==> config.mk <==
export PLATFORM = sky130hd
export DESIGN_NAME = fila_ctrl
export DESIGN_NICKNAME = d
export VERILOG_FILES = /design/src/rtl/fila_pkg.sv /design/src/rtl/fila_rr_arb.sv /design/src/rtl/fila_ctrl.sv
export SDC_FILE = /design/constraint.sdc
export NUM_CORES = 1
export LEC_CHECK = 0
export ABC_AREA = 1
export CORE_MARGIN = 8
export CORE_UTILIZATION = 40
export CTS_CLUSTER_SIZE = 8
export DETAILED_ROUTE_END_ITERATION = 6
export HOLD_SLACK_MARGIN = 0.12
export PLACE_DENSITY = 0.72
export REMOVE_ABC_BUFFERS = 1
export SLEW_MARGIN = 20
export SYNTH_ARGS = -nofsm -noshare
export SYNTH_HDL_FRONTEND = slang
export SYNTH_HIERARCHICAL = 1
export SYNTH_SLANG_ARGS = --single-unit
==> constraint.sdc <==
create_clock -name clock_10KHz -period 2 [get_ports clock_10KHz]
set_input_delay 0.2 -clock clock_10KHz [delete_from_list [all_inputs] [get_ports clock_10KHz]]
set_output_delay 0.2 -clock clock_10KHz [all_outputs]
set_load 0.005 [all_outputs]
==> src/rtl/fila_pkg.sv <==
// fila_pkg: shared types and constants for the FILA access scheduler.
//   ctrl_state_t : scheduler FSM states
//   req_id_t     : requester identities, also the round-robin order
//   rr_next()    : successor of a requester in round-robin order
package fila_pkg;

  localparam int FILA_DW    = 8;
  localparam int FILA_DEPTH = 8;
  localparam int FILA_LAT   = 3;

  typedef enum logic [1:0] {IDLE, ISSUE, WAIT, ACK} ctrl_state_t;
  typedef enum logic [1:0] {PROD0, PROD1, CONS} req_id_t;

  function automatic req_id_t rr_next(input req_id_t id);
    case (id)
      PROD0:   return PROD1;
      PROD1:   return CONS;
      default: return PROD0;
    endcase
  endfunction

endpackage

==> src/rtl/fila_rr_arb.sv <==
// fila_rr_arb: combinational round-robin pick among PROD0, PROD1 and CONS.
//   eligible    in  3  bit0 PROD0, bit1 PROD1, bit2 CONS
//   last        in     most recent winner; search starts at its successor
//   grant_valid out 1  some requester is eligible
//   grant_id    out    winning requester (PROD0 when grant_valid is low)
module fila_rr_arb
  import fila_pkg::*;
(
  input  logic [2:0] eligible,
  input  req_id_t    last,
  output logic       grant_valid,
  output req_id_t    grant_id
);

  function automatic logic bit_of(input logic [2:0] v, input req_id_t id);
    case (id)
      PROD0:   return v[0];
      PROD1:   return v[1];
      default: return v[2];
    endcase
  endfunction

  req_id_t cand0, cand1, cand2;

  always_comb begin
    cand0       = rr_next(last);
    cand1       = rr_next(cand0);
    cand2       = rr_next(cand1);
    grant_valid = 1'b1;
    grant_id    = PROD0;
    if (bit_of(eligible, cand0))      grant_id = cand0;
    else if (bit_of(eligible, cand1)) grant_id = cand1;
    else if (bit_of(eligible, cand2)) grant_id = cand2;
    else                              grant_valid = 1'b0;
  end

endmodule

==> src/rtl/fila_ctrl.sv <==
// fila_ctrl: shares the FILA queue between two producers and one consumer.
// One FILA access in flight at a time; round-robin arbitration; enqueues are
// never issued while FILA is full, dequeues never while it is empty.
//   clock_10KHz, reset (async, active low)
//   p0_req/p0_data/p0_ack, p1_req/p1_data/p1_ack : producer handshakes
//   c_req/c_ack/c_data                            : consumer handshake
//   fila_data/fila_enq/fila_deq                   : strobes and data to FILA
//   fila_dout/fila_len                            : status and data from FILA
//   busy, full, empty                             : status
//
// state | meaning
// IDLE  | arbitrate eligible requesters, latch grant and producer data
// ISSUE | one-cycle enqueue/dequeue strobe to FILA
// WAIT  | let FILA settle for FILA_LAT cycles
// ACK   | one-cycle ack to the granted requester
module fila_ctrl
  import fila_pkg::*;
#(
  parameter int DW       = FILA_DW,
  parameter int DEPTH    = FILA_DEPTH,
  parameter int FILA_LAT = fila_pkg::FILA_LAT
) (
  input  logic          clock_10KHz,
  input  logic          reset,
  input  logic          p0_req,
  input  logic [DW-1:0] p0_data,
  output logic          p0_ack,
  input  logic          p1_req,
  input  logic [DW-1:0] p1_data,
  output logic          p1_ack,
  input  logic          c_req,
  output logic          c_ack,
  output logic [DW-1:0] c_data,
  output logic [DW-1:0] fila_data,
  output logic          fila_enq,
  output logic          fila_deq,
  input  logic [DW-1:0] fila_dout,
  input  logic [3:0]    fila_len,
  output logic          busy,
  output logic          full,
  output logic          empty
);

  localparam int          CW       = $clog2(FILA_LAT) + 1;
  localparam logic [CW-1:0] LAST_CNT = CW'(FILA_LAT - 1);
  localparam logic [3:0]  DEPTH_L  = 4'(DEPTH);

  ctrl_state_t   state;
  req_id_t       last;
  req_id_t       gid;
  logic [CW-1:0] cnt;
  logic [2:0]    eligible;
  logic          grant_valid;
  req_id_t       grant_id;

  assign full  = (fila_len == DEPTH_L);
  assign empty = (fila_len == 4'd0);
  assign busy  = (state != IDLE);

  assign eligible = {c_req  & (fila_len != 4'd0),
                     p1_req & (fila_len < DEPTH_L),
                     p0_req & (fila_len < DEPTH_L)};

  fila_rr_arb u_arb (
    .eligible    (eligible),
    .last        (last),
    .grant_valid (grant_valid),
    .grant_id    (grant_id)
  );

  always_ff @(posedge clock_10KHz or negedge reset) begin
    if (!reset) begin
      state     <= IDLE;
      last      <= CONS;
      gid       <= PROD0;
      cnt       <= '0;
      fila_data <= '0;
      fila_enq  <= 1'b0;
      fila_deq  <= 1'b0;
      p0_ack    <= 1'b0;
      p1_ack    <= 1'b0;
      c_ack     <= 1'b0;
      c_data    <= '0;
    end else begin
      case (state)
        IDLE: begin
          if (grant_valid) begin
            gid   <= grant_id;
            last  <= grant_id;
            state <= ISSUE;
            // strobe is set here so it is high for exactly the ISSUE cycle
            case (grant_id)
              PROD0: begin
                fila_data <= p0_data;
                fila_enq  <= 1'b1;
              end
              PROD1: begin
                fila_data <= p1_data;
                fila_enq  <= 1'b1;
              end
              default: fila_deq <= 1'b1;
            endcase
          end
        end
        ISSUE: begin
          fila_enq <= 1'b0;
          fila_deq <= 1'b0;
          cnt      <= '0;
          state    <= WAIT;
        end
        WAIT: begin
          if (cnt == LAST_CNT) begin
            state <= ACK;
            case (gid)
              PROD0: p0_ack <= 1'b1;
              PROD1: p1_ack <= 1'b1;
              default: begin
                c_ack  <= 1'b1;
                c_data <= fila_dout;
              end
            endcase
          end else begin
            cnt <= cnt + 1'b1;
          end
        end
        ACK: begin
          p0_ack <= 1'b0;
          p1_ack <= 1'b0;
          c_ack  <= 1'b0;
          state  <= IDLE;
        end
        default: state <= IDLE;
      endcase
    end
  end

endmodule

==> flow_summary.yaml, run 1 <==
status:
  status: "complete, no violations"
worst_setup_path:
  arrival_ns: 2.02
  critical_path_class: "in -> reg"
  critPathMaxStageDelay_ns: 0.44
  slowest_stage: "clkdlybuf4s50_1"
  path_buf_inv: 2
  path_common_cell: "nand2_1"
  required_ns: 2.16
  reg2reg_depth: 9
  r2r-start: "last[1]"
  setup.worst_path.start_class: "input port"
  startpoint: "fila_len[1]"
  r2r-end: "fila_data[2]"
  critPathTopFamily: "simple AND/OR/NAND/NOR gates"
  ff2ff_setup_slack_ns: 0.14
  worstSetupEndpointType: "flip-flop"
  path_cells: "clkdlybuf4s50_1, or2_2, nor3_2, nor2_1, nand4_1, o21bai_1, inv_1, nand2_1, nand2_1, o211ai_1, nand2_1"
  worst-path-max-fanout: 8
cts:
  numCtsBuffers: 5
  cts_setup_buffers: 0
  htreeDepth: 2
  cts_buffer_depth: 2
  clkTransAtPathRegs_ns: 0.06
  clock_latency_ns: 0.28
  cts_tree: "yes"
  clock_sinks: 29
  cts-root-buf: "clkbuf_8"
timing:
  worst_pin_slew_ns: 0.407
  rsz0062_at_grt: "yes"
  period_needed_ns: 1.86
  fmax_mhz: 538
  finalWorstSetupSlack_ns: 0.140
  post-route-period-util: 0.930
  slew_violations: 0
  slew_headroom: 0.729
  skew_ns: 0.00338
  finalHoldViolations: 0
  setup_viol: 0
drt:
  via_per_inst: 4.67
  drtAntennaViolNets: 0
  num_vias: 1598
  drc: 0
  routed_wl_mm: 4.01
  dr.pass1.iters: 4
  routedWlPerCell_um: 11.7
  dr.first_iter.drc_count: 44
power:
  combPwrFrac: 0.546
  p_int_mw: 2.05
  ir_worst_vdd_mv: 0.638
  leakage_nw: 1.27
  powerDensity_nw_per_um2: 1370
  p_sw_frac: 0.394
  power_switching_mw: 1.33
  clockPowerShare: 0.135
  pwr-share-seq: 0.318
finish:
  drive_gt1_frac: 0.137
  nNetsFinal: 333
  post-route-cell-area_um2: 2480
  antenna_cells: 0
  post-route-util: 0.615
  num-fill-cells: 366
  stdcell_count: 342
  area_growth_syn_to_layout_pct: 46.6
synth:
  ys_ff_latch: 29
  postSynth.asyncResetShare: 1.00
  synth.avg_cell_area_um2: 7.72
  yosys.area_share.simple: 0.340
  synth_warnings: 6
  synth_compound_area_frac: 0.0777
  synthCells: 219
  synth_top_family_by_area: "simple AND/OR/NAND/NOR gates"
  yosysMostFrequentCell: "nand2_1"
  synth_xor_xnor_area_share: 0
  synthesis.area_um2: 1690
  synth-edff-count: 0
  ys_seq_area_frac: 0.430
  synthAdderAreaFrac: 0.0666
  yosys.area.top_type: "dfrtp_1"
  ys.flop_type: "dfrtp_1"
  synth.distinct_cells: 28
  synthTopCellsByArea: "dfrtp_1 41%, nand2_1 20%, ha_1 6.7%"
  muxShareOfSynthArea: 0
  synth_common_cells: "89 x nand2_1, 28 x dfrtp_1, 28 x inv_1"
  yosysTopAreaCellShare: 0.415
placement:
  dpl_cell_area_um2: 2380
  dp_hpwl_mm: 3.20
  post-place-ws_ns: -0.166
  place.gp.congestion: 0.785
  portBuffers: 56
  dpl.cell_count: 333
die:
  die_w_um: 81.0
  ioPinCount: 57
  rows: 23
  fp.dieArea_um2: 6560
  die_h_um: 81.0
  coreArea_um2: 4030
  start_util: 0.420
global_route:
  grt_pass1_wl_mm: 6.84
  overflow: 0
  grt_max_degree: 30
  antenna_found_initial: 0
  grt_pass1_vias: 1610
  track_usage: 0.130
min_path:
  hp-class: "in -> async"
flow_run:
  max_cap_violations: 0
-- routing by layer --
metal | up-vias | share of wire | track usage | wire (um)
li1 | 825 | - | - | -
met1 | 728 | 0.43 | 0.147 | 1720
met2 | 41 | 0.50 | 0.220 | 2000
met3 | 4 | 0.063 | 0.0430 | 251
met4 | 0 | 0.010 | 0.0536 | 42
met5 | - | 0 | 0 | 0
-- how the worst max path moves through the flow --
stage	cells after the start	slack, ns	endpoint
6_report	11	0.14	fila_data[2]
5_1_grt	12	-0.02	fila_data[5]
4_1_cts	4	0.1	busy
3_5_place_dp	12	-0.17	fila_data[4]
3_3_place_gp	12	-0.15	fila_data[4]
2_1_floorplan	13	0.38	fila_enq
-- what timing repair did --
action                     CTS  global route
resized for setup            0             4
hold buffers                 0             0
setup endpoints to repair    0             7
-- cells by family (layout without fill, tap and decap cells) --
kind of cell	Yosys count	count (layout)
AND/OR/NAND/NOR	127	127
buffers and inverters	35	108
adder cells (fa/ha/maj)	9	9
flip-flops	29	29
AO/OA/AOI/OAI	19	19
-- registers in the layout, indices dropped and copies added (netlist names) --
name and count:
cnt 3, state 2, p1_ack 1, fila_data 8
c_ack 1, fila_enq 1, p0_ack 1, c_data 8
last 2, fila_deq 1, gid 1
-- layout make-up --
class / count / area [um^2] / share of cell area
Clock buffer: 8 / 80.1 / 0.0323
Inverter: 33 / 130 / 0.0525
Multi-Input combinational cell: 155 / 821 / 0.331
Sequential cell: 29 / 728 / 0.294
Tap cell: 50 / 62.6 / 0.0253
Timing Repair Buffer: 66 / 648 / 0.262
Timing Repair inverter: 1 / 7.51 / 0.00303
-- power groups by stage --
stage | registers [mW] | logic (mW) | clock network, mW
after global placement | 1.07 | 1.82 | 0
after detailed placement | 1.09 | 1.86 | 0
after global routing | 1.12 | 2.10 | 0.503
after floorplan | 1.07 | 0.983 | 0
after CTS | 1.08 | 1.87 | 0.476
final | 1.08 | 1.85 | 0.458
-- per-stage QoR --
stage | setup TNS, ns | hold slack [ns] | power (mW)
2_1_floorplan | 0 | -0.0956 | 2.05
3_3_place_gp | -0.977 | 0.453 | 2.89
3_5_place_dp | -1.40 | 0.465 | 2.94
5_1_grt | -0.0600 | 0.349 | 3.72
4_1_cts | 0 | 0.317 | 3.42
6_report | 0 | 0.304 | 3.38
-- layout by cell type (no fill, tap or decap), drive strengths merged --
master | netlist | final
clkdlybuf4s50 | 0 | 56
dfstp | 1 | 1
nand4 | 2 | 2
nand2 | 95 | 95
nand3 | 12 | 12
o211ai | 9 | 9
nor2 | 14 | 14
clkinvlp | 0 | 2
buf | 2 | 10
dfrtp | 28 | 28
nand3b | 1 | 1
inv | 32 | 32
o21ai | 7 | 7
nor3 | 1 | 1
a21oi | 2 | 2
ha | 9 | 9
or2 | 1 | 1
nor3b | 1 | 1
clkbuf | 0 | 8
o21bai | 1 | 1
Note: power is estimated with default switching activity, not from simulation.
==> run 2: changes to the inputs <==
--- a/config.mk
+++ b/config.mk
@@ -18,3 +18,4 @@
 export SYNTH_HDL_FRONTEND = slang
 export SYNTH_HIERARCHICAL = 1
 export SYNTH_SLANG_ARGS = --single-unit
+export TNS_END_PERCENT = 30
==> results of run 2 <==
Final layout, timing and power as in run 1 (identical DEF).
